==> config.mk <==
export PLATFORM = sky130hd
export DESIGN_NAME = ffd_write_arbiter
export DESIGN_NICKNAME = d
export VERILOG_FILES = /design/src/rtl/ffd_write_arbiter_pkg.sv /design/src/rtl/ffd_write_arbiter_reg_en.sv /design/src/rtl/ffd_write_arbiter.sv
export SDC_FILE = /design/constraint.sdc
export NUM_CORES = 1
export LEC_CHECK = 0
export BUFFER_PORTS_ARGS = -buffer_cell sky130_fd_sc_hd__buf_2
export CAP_MARGIN = 15
export CORE_MARGIN = 2
export CORE_UTILIZATION = 47
export DETAILED_ROUTE_END_ITERATION = 12
export MAX_ROUTING_LAYER = met4
export PLACE_DENSITY = 0.76
export SLEW_MARGIN = 20
export SYNTH_ARGS = -nofsm -noshare
export SYNTH_HDL_FRONTEND = slang
export SYNTH_SLANG_ARGS = --single-unit
==> constraint.sdc <==
create_clock -name clk -period 1.83 [get_ports clk]
set_clock_uncertainty 0.15 [all_clocks]
set_input_delay 0.0915 -clock clk [delete_from_list [all_inputs] [get_ports clk]]
set_output_delay 0.0915 -clock clk [all_outputs]
set_load 0.01 [all_outputs]
==> src/rtl/ffd_write_arbiter_pkg.sv <==
// Shared state encoding, default sizing and index-width helper for the
// round-robin shared-register write arbiter.
package ffd_write_arbiter_pkg;

    typedef enum logic [1:0] {
        ST_IDLE  = 2'b00,
        ST_WRITE = 2'b01,
        ST_ACK   = 2'b10
    } state_t;

    localparam int DEF_N_REQ = 4;
    localparam int DEF_WIDTH = 4;

    // A single requester still needs a one-bit index so port widths stay legal.
    function automatic int idx_width(input int n);
        return (n > 1) ? $clog2(n) : 1;
    endfunction

endpackage

==> src/rtl/ffd_write_arbiter_reg_en.sv <==
// WIDTH-bit D register with synchronous active-high reset and load enable;
// holds its contents whenever enable is low.
module reg_en #(
    parameter int WIDTH = 4
) (
    input  logic             clk,
    input  logic             reset,
    input  logic             enable,
    input  logic [WIDTH-1:0] d,
    output logic [WIDTH-1:0] q
);

    always_ff @(posedge clk) begin
        if (reset) begin
            q <= '0;
        end else if (enable) begin
            q <= d;
        end
    end

endmodule

==> src/rtl/ffd_write_arbiter.sv <==
// Round-robin arbiter letting N_REQ requesters write one shared register.
// Each grant takes IDLE -> WRITE -> ACK, so arbitration recurs every 3 cycles.
module ffd_write_arbiter
    import ffd_write_arbiter_pkg::*;
#(
    parameter int N_REQ = DEF_N_REQ,
    parameter int WIDTH = DEF_WIDTH
) (
    input  logic                          clk,
    input  logic                          reset,
    input  logic [N_REQ-1:0]              req,
    input  logic [N_REQ*WIDTH-1:0]        wdata,
    output logic [N_REQ-1:0]              ack,
    output logic [WIDTH-1:0]              q,
    output logic                          busy,
    output logic [idx_width(N_REQ)-1:0]   owner
);

    localparam int               OW       = idx_width(N_REQ);
    localparam logic [OW-1:0]    LAST_IDX = OW'(N_REQ - 1);
    localparam logic [N_REQ-1:0] ONE_HOT0 = N_REQ'(1);

    state_t              r_state;
    logic [OW-1:0]       r_ptr;
    logic [OW-1:0]       r_win;
    logic [OW-1:0]       r_owner;
    logic [WIDTH-1:0]    r_data;
    logic [N_REQ-1:0]    r_ack;
    logic                r_busy;

    logic                w_found;
    logic [OW-1:0]       w_win;
    logic [OW-1:0]       w_next_ptr;
    logic [N_REQ-1:0]    w_win_onehot;
    logic                w_en;
    logic [WIDTH-1:0]    w_slice [N_REQ];

    genvar gi;
    generate
        for (gi = 0; gi < N_REQ; gi++) begin : g_slice
            assign w_slice[gi] = wdata[gi*WIDTH +: WIDTH];
        end
    endgenerate

    // Search starts at r_ptr and wraps modulo N_REQ, so non power-of-two
    // requester counts never produce an out-of-range index.
    always_comb begin
        int            sum;
        logic [OW-1:0] idx;
        w_found = 1'b0;
        w_win   = '0;
        sum     = 0;
        idx     = '0;
        for (int k = 0; k < N_REQ; k++) begin
            sum = int'(r_ptr) + k;
            if (sum >= N_REQ) begin
                sum = sum - N_REQ;
            end
            idx = OW'(sum);
            if (!w_found && req[idx]) begin
                w_found = 1'b1;
                w_win   = idx;
            end
        end
    end

    assign w_next_ptr   = (r_win == LAST_IDX) ? '0 : r_win + 1'b1;
    assign w_win_onehot = ONE_HOT0 << r_win;
    assign w_en         = (r_state == ST_WRITE);

    // state | meaning
    // IDLE  | waiting for any req; arbitrates and latches winner + data
    // WRITE | shared register enable high for this one cycle
    // ACK   | ack pulse to winner, owner/ptr updated, back to IDLE
    always_ff @(posedge clk) begin
        if (reset) begin
            r_state <= ST_IDLE;
            r_ptr   <= '0;
            r_win   <= '0;
            r_owner <= '0;
            r_data  <= '0;
            r_ack   <= '0;
            r_busy  <= 1'b0;
        end else begin
            case (r_state)
                ST_IDLE: begin
                    r_ack <= '0;
                    if (w_found) begin
                        r_win   <= w_win;
                        r_data  <= w_slice[w_win];
                        r_busy  <= 1'b1;
                        r_state <= ST_WRITE;
                    end else begin
                        r_busy  <= 1'b0;
                    end
                end
                ST_WRITE: begin
                    r_ack   <= w_win_onehot;
                    r_owner <= r_win;
                    r_ptr   <= w_next_ptr;
                    r_busy  <= 1'b1;
                    r_state <= ST_ACK;
                end
                ST_ACK: begin
                    r_ack   <= '0;
                    r_busy  <= 1'b0;
                    r_state <= ST_IDLE;
                end
                default: begin
                    r_ack   <= '0;
                    r_busy  <= 1'b0;
                    r_state <= ST_IDLE;
                end
            endcase
        end
    end

    reg_en #(
        .WIDTH (WIDTH)
    ) u_reg (
        .clk    (clk),
        .reset  (reset),
        .enable (w_en),
        .d      (r_data),
        .q      (q)
    );

    assign ack   = r_ack;
    assign busy  = r_busy;
    assign owner = r_owner;

endmodule

# ---- After elaboration in Yosys (flattened, before gate mapping)
# Index checks and enable logic that the tools add are counted.
dict set report word_totals {
  word_cells 68
  in_bits 22
  output_inout_bits 11
  ff_bits 21
}
dict set report classes {
  reduce_logical 9
  n_eq_ne 3
  n_mux 28
  bitwise 2
  addsub 8
  order_cmp 9
  shift 1
}
# operator count
set op_table {}
lappend op_table {{two-way mux 2 bit} 10}
lappend op_table {{>= comparator 3 bit, second input constant} 4}
lappend op_table {{less-than comparator 2 x 3 -> 1 bit, second input constant} 4}
lappend op_table {{two-way mux 1 bit} 9}
lappend op_table {{binary-select mux 1 bit (select 2 bit)} 4}
lappend op_table {{binary-select mux 4 bit (select 2 bit)} 1}
lappend op_table {{two-way mux 4 bit} 2}
lappend op_table {{subtractor 2 x 1 -> 2 bit, second input constant} 4}
lappend op_table {{adder 2 x 2 -> 3 bit, second input constant} 2}
lappend op_table {{case mux 2 bit (2 select lines)} 1}
lappend op_table {{left shift 1 x 2 -> 4 bit, first input constant} 1}
lappend op_table {{adder 2 x 1 -> 3 bit, second input constant} 1}
lappend op_table {{>= comparator 2 x 3 -> 1 bit, second input constant} 1}
lappend op_table {{logical AND 1 bit} 3}
lappend op_table {{zero test 1 bit} 3}
lappend op_table {{inverter 2 -> 3 bit} 1}
lappend op_table {{adder 2 x 1 -> 2 bit, second input constant} 1}
lappend op_table {{equality test 2 x 1 -> 1 bit, second input constant} 1}
lappend op_table {{equality test 2 bit, second input constant} 1}
lappend op_table {{zero test 2 bit} 1}
lappend op_table {{!= test 2 bit, second input constant} 1}
lappend op_table {{case mux 1 bit (2 select lines)} 1}
lappend op_table {{AND reduction 2 bit} 1}
lappend op_table {{OR reduction 2 bit} 1}
lappend op_table {{inverter 1 bit} 1}

# ---- Longest topological paths before layout
dict set report logic_depth {
  word_depth 18
  ltp_mapped 6
  mapped_depth_nobuf 5
}

# ---- Cells and area by module
# A second synthesis with hierarchy kept.
dict set report unflattened {
  hier_cells 98
  hier_area_um2 924.6
}
# module area_per_inst_um2 seq_area_each_um2 instances cells_each
set by_module_without_submodules {}
lappend by_module_without_submodules {ffd_write_arbiter 784.5 340.3 1 85}
lappend by_module_without_submodules {reg_en 140.1 80.1 1 13}

# ---- Worst setup path after synthesis
# No wires, ideal clock.
dict set report synth_timing {
  path_type {register to register}
  start {register r_ptr[0]}
  end {register r_data[2]}
  arrival_ps 1126
  path_stages_with_launch 6
  path_slack_ps 421
  setup_ps 133
  cell_sequence {dfxtp_1 > nor2b_1 > o32a_1 > buf_6 > mux2i_1 > o221ai_1}
}
dict set report synth_via {
  elab_chain_cells 18
  elab_cells_between_ends 42
  cone_classes {add/sub (7); order compare (4); mux (23); bitwise (1); reduce/logical (7)}
}
# item line_no
set synth_lines {}
lappend synth_lines {{start, declared} ffd_write_arbiter.sv:24} ;# logic [OW-1:0] r_ptr;
lappend synth_lines {{start signal, assigned} ffd_write_arbiter.sv:100} ;# r_ptr <= w_next_ptr;
lappend synth_lines {{branches (longest 18 deep; another with adder 2 x 1 -> 3 bit)} --}
lappend synth_lines {{end signal, assigned} ffd_write_arbiter.sv:90} ;# r_data <= w_slice[w_win];
lappend synth_lines {{end, declared} ffd_write_arbiter.sv:27} ;# logic [WIDTH-1:0] r_data;
# Several ways; the timed one is not identified. The select of a mux whose other input is x is not followed.
# A chain may end at the register's enable or synchronous reset.

# ---- Final worst setup path
dict set report layout_timing {
  start {register r_ptr[0]}
  end {register r_data[0]}
}
# Same word-level chain as after synthesis.

==> summary.txt <==
Finish
  • Ant diodes: 0
  • Share of cells above drive strength 1: 0.250
  • Area Overhead vs Synth: 38.6%
  • Area of the multi-input gates: 462 µm²
  • Sequential Area: 420 µm²
  • Fin cells: 175
  • Nets@finish: 172
  • Fill count: 146

Timing
  • Hold_ws: 0.0192 ns
  • Relative slew slack: 0.649
  • Slew @ Worst Pin: 0.526 ns
  • Setup-failing EPs final: 0
  • Maximum clock rate: 589 MHz
  • RSZ-0062 raised after global routing: no
  • Post-route minimum period: 1.70 ns
  • Period utilization: 0.927
  • Final hold vios: 0
  • Pins over their slew limit: 0
  • Fin Setup TNS: 0 ns

Global route
  • Number of global-route vias before repair: 964
  • Pin count of the biggest net entering global routing: 20
  • Total grt overflow: 0
  • GRT Util Overall: 0.231
  • Initial antenna violation count: 0
  • First-pass GRT wire length: 4.08 mm

Routing
  • Vias per std cell: 5.30
  • Routed Antenna Nets: 0
  • Drt first pass iters: 4
  • Iter 0 DRT Violations: 25
  • DR DRC count: 0
  • WL final: 2.35 mm
  • Avg WL per Cell: 13.5 µm
  • Routed via count: 928

Worst setup path
  • Worst reg2reg startpoint: r_ptr[0]$_SDFFE_PP0P_
  • CP Capture Type: flop
  • Reg2reg path depth: 5
  • Startpoint Class: flop
  • Critical-path maximum fanout: 9
  • Setup slack, reg-to-reg: 0.13 ns
  • CP Data Arrival Time: 1.73 ns
  • Setup crit end: r_data[0]$_SDFFE_PP0P_
  • FF-to-FF End: r_data[0]$_SDFFE_PP0P_
  • Crit path from: r_ptr[0]$_SDFFE_PP0P_
  • Worst endpoint required time: 1.86 ns
  • Critical path class: reg2reg

Clock network
  • CTS clock-pin slew for the worst setup and hold paths: 0.11 ns
  • Hold_buf cts: 17
  • Clk root buf: clkbuf_4
  • CTS tree: yes
  • CTS resizes: 0
  • Num CTS Buffers: 3
  • CTS Buffer Depth: 2
  • Setup bufs post-CTS: 0
  • H-tree depth: 1
  • Clk_lat worst skew: 0.30 ns
  • Clk sink count: 21

Run
  • Max cap viols: 0

Floorplanning
  • # IOs: 33
  • Row count: 16
  • Die X: 48.3 µm
  • Initial Util: 0.486
  • Die height: 48.3 µm
  • Core area: 0.00190 mm²
  • DIE AREA: 0.00234 mm²

Synth
  • Share of flip-flops with an asynchronous set or reset: 0
  • Mapped cell area: 923 µm²
  • Mapped Cells: 100
  • Synthesized flop and latch total: 21
  • Top cells by area, synth: dfxtp_1 46%, mux2i_1 9.8%, nand2_1 6.9%
  • Syn_nets: 123
  • Ys flop type: dfxtp_1
  • Post-synth top area cell: dfxtp_1
  • Yosys warns: 0
  • Synth cell count leaders: 21 x dfxtp_1, 17 x nand2_1, 9 x a21oi_1, 9 x mux2i_1, 7 x nor2_1
  • Sequential element share of the synthesized area: 0.455
  • Synth top area share: 0.455
  • Number of synthesized flops with an enable pin: 0
  • Count leader, synth: dfxtp_1
  • Library cells used by synthesis: 24
  • Average size of a mapped cell: 9.23 µm²

Place
  • Buffers on Ports: 32
  • Final Wtd Congestion: 0.737
  • Dpl hpwl: 1.46 mm
  • DP Cell Count: 154

Outcome
  • Status: finished clean

Pwr
  • Pleak: 0.562 nW
  • Peak VDD IR: 0.528 mV
  • Power per Cell Area: 746 mW/mm²

Worst hold path
  • HP Class: in2reg
[layout make-up]
type,count,area share
well taps,27,0.0264
inverters,2,0.00587
repair buffers,49,0.258
multi-input cells,72,0.361
flip-flops and latches,21,0.328
clock buffers,4,0.0205
[cell usage in the layout, fill, tap and decap left out, types with 3 or more instances in the layout]
cell type and n:
dlygate4sd3_1 17, o221ai_1 5, nor2b_1 4, mux2i_1 9, nor2_1 7, a21oi_1 9
nand2_1 17, dfxtp_1 21, clkbuf_4 3, buf_2 32, nand3b_1 4
[through the flow]
| stage | total power, mW | area [µm²] | worst slack (ns) | utilization |
|---|---|---|---|---|
| 3_5_place_dp | 0.713 | 1080 | 0.107 | 0.570 |
| 4_1_cts | 0.955 | 1280 | 0.136 | 0.673 |
| 5_1_grt | 1.01 | 1280 | 0.00600 | 0.673 |
| 3_3_place_gp | 0.704 | 1080 | 0.200 | 0.570 |
| 2_1_floorplan | 0.662 | 923 | 0.421 | - |
| 6_report | 0.954 | 1280 | 0.133 | 0.673 |
[critical path, stage by stage (launching register included)]
cell and delay (ns):
dfxtp_1 0.40, nor2b_1 0.08, nor2_1 0.08, o32a_1 0.47, mux2i_1 0.26, o221ai_1 0.14
[report_power, final]
part           internal (mW)  switching (mW)  leakage [nW]  total [mW]
sequential             0.493          0.0265         0.172       0.520
combinational          0.105           0.112         0.375       0.217
clock                 0.0849           0.133        0.0150       0.218
[logic make-up (layout without fill, tap and decap cells)]
logic type               after synthesis  in the layout  share of synthesized area
adder cells (fa/ha/maj)                1              1                     0.0135
flip-flops                            21             21                      0.455
multiplexers                           9              9                     0.0976
buffers and inverters                  7             55                     0.0447
AO/OA/AOI/OAI                         22             22                      0.163
AND/OR/NAND/NOR                       40             40                      0.226
[flip-flops by register name, indices dropped and copies added (netlist names)]
signal   cells
r_state      2
owner        2
u_reg.q      4
r_data       4
r_win        2
r_ptr        2
busy         1
ack          4
[routing by layer]
layer	track usage	routed length, µm	vias to the layer above
met5	-	0	-
met4	0.105	25	0
met3	0.0340	129	4
met2	0.440	1330	45
met1	0.232	865	432
li1	-	-	447
[worst min path at each step]
stage / slack, ns / cells after the start / end / startpoint
after global routing: 0.03 / 3 / busy$_SDFF_PP0_ / req[0]
after global placement: 0.25 / 3 / r_data[2]$_SDFFE_PP0P_ / wdata[6]
final: 0.02 / 3 / busy$_SDFF_PP0_ / req[0]
after floorplan: 0.14 / 2 / r_data[2]$_SDFFE_PP0P_ / wdata[6]
after detailed placement: 0.25 / 3 / r_data[2]$_SDFFE_PP0P_ / wdata[6]
after CTS: 0.006 / 3 / busy$_SDFF_PP0_ / req[0]
Note: power is estimated with default switching activity, not from simulation.
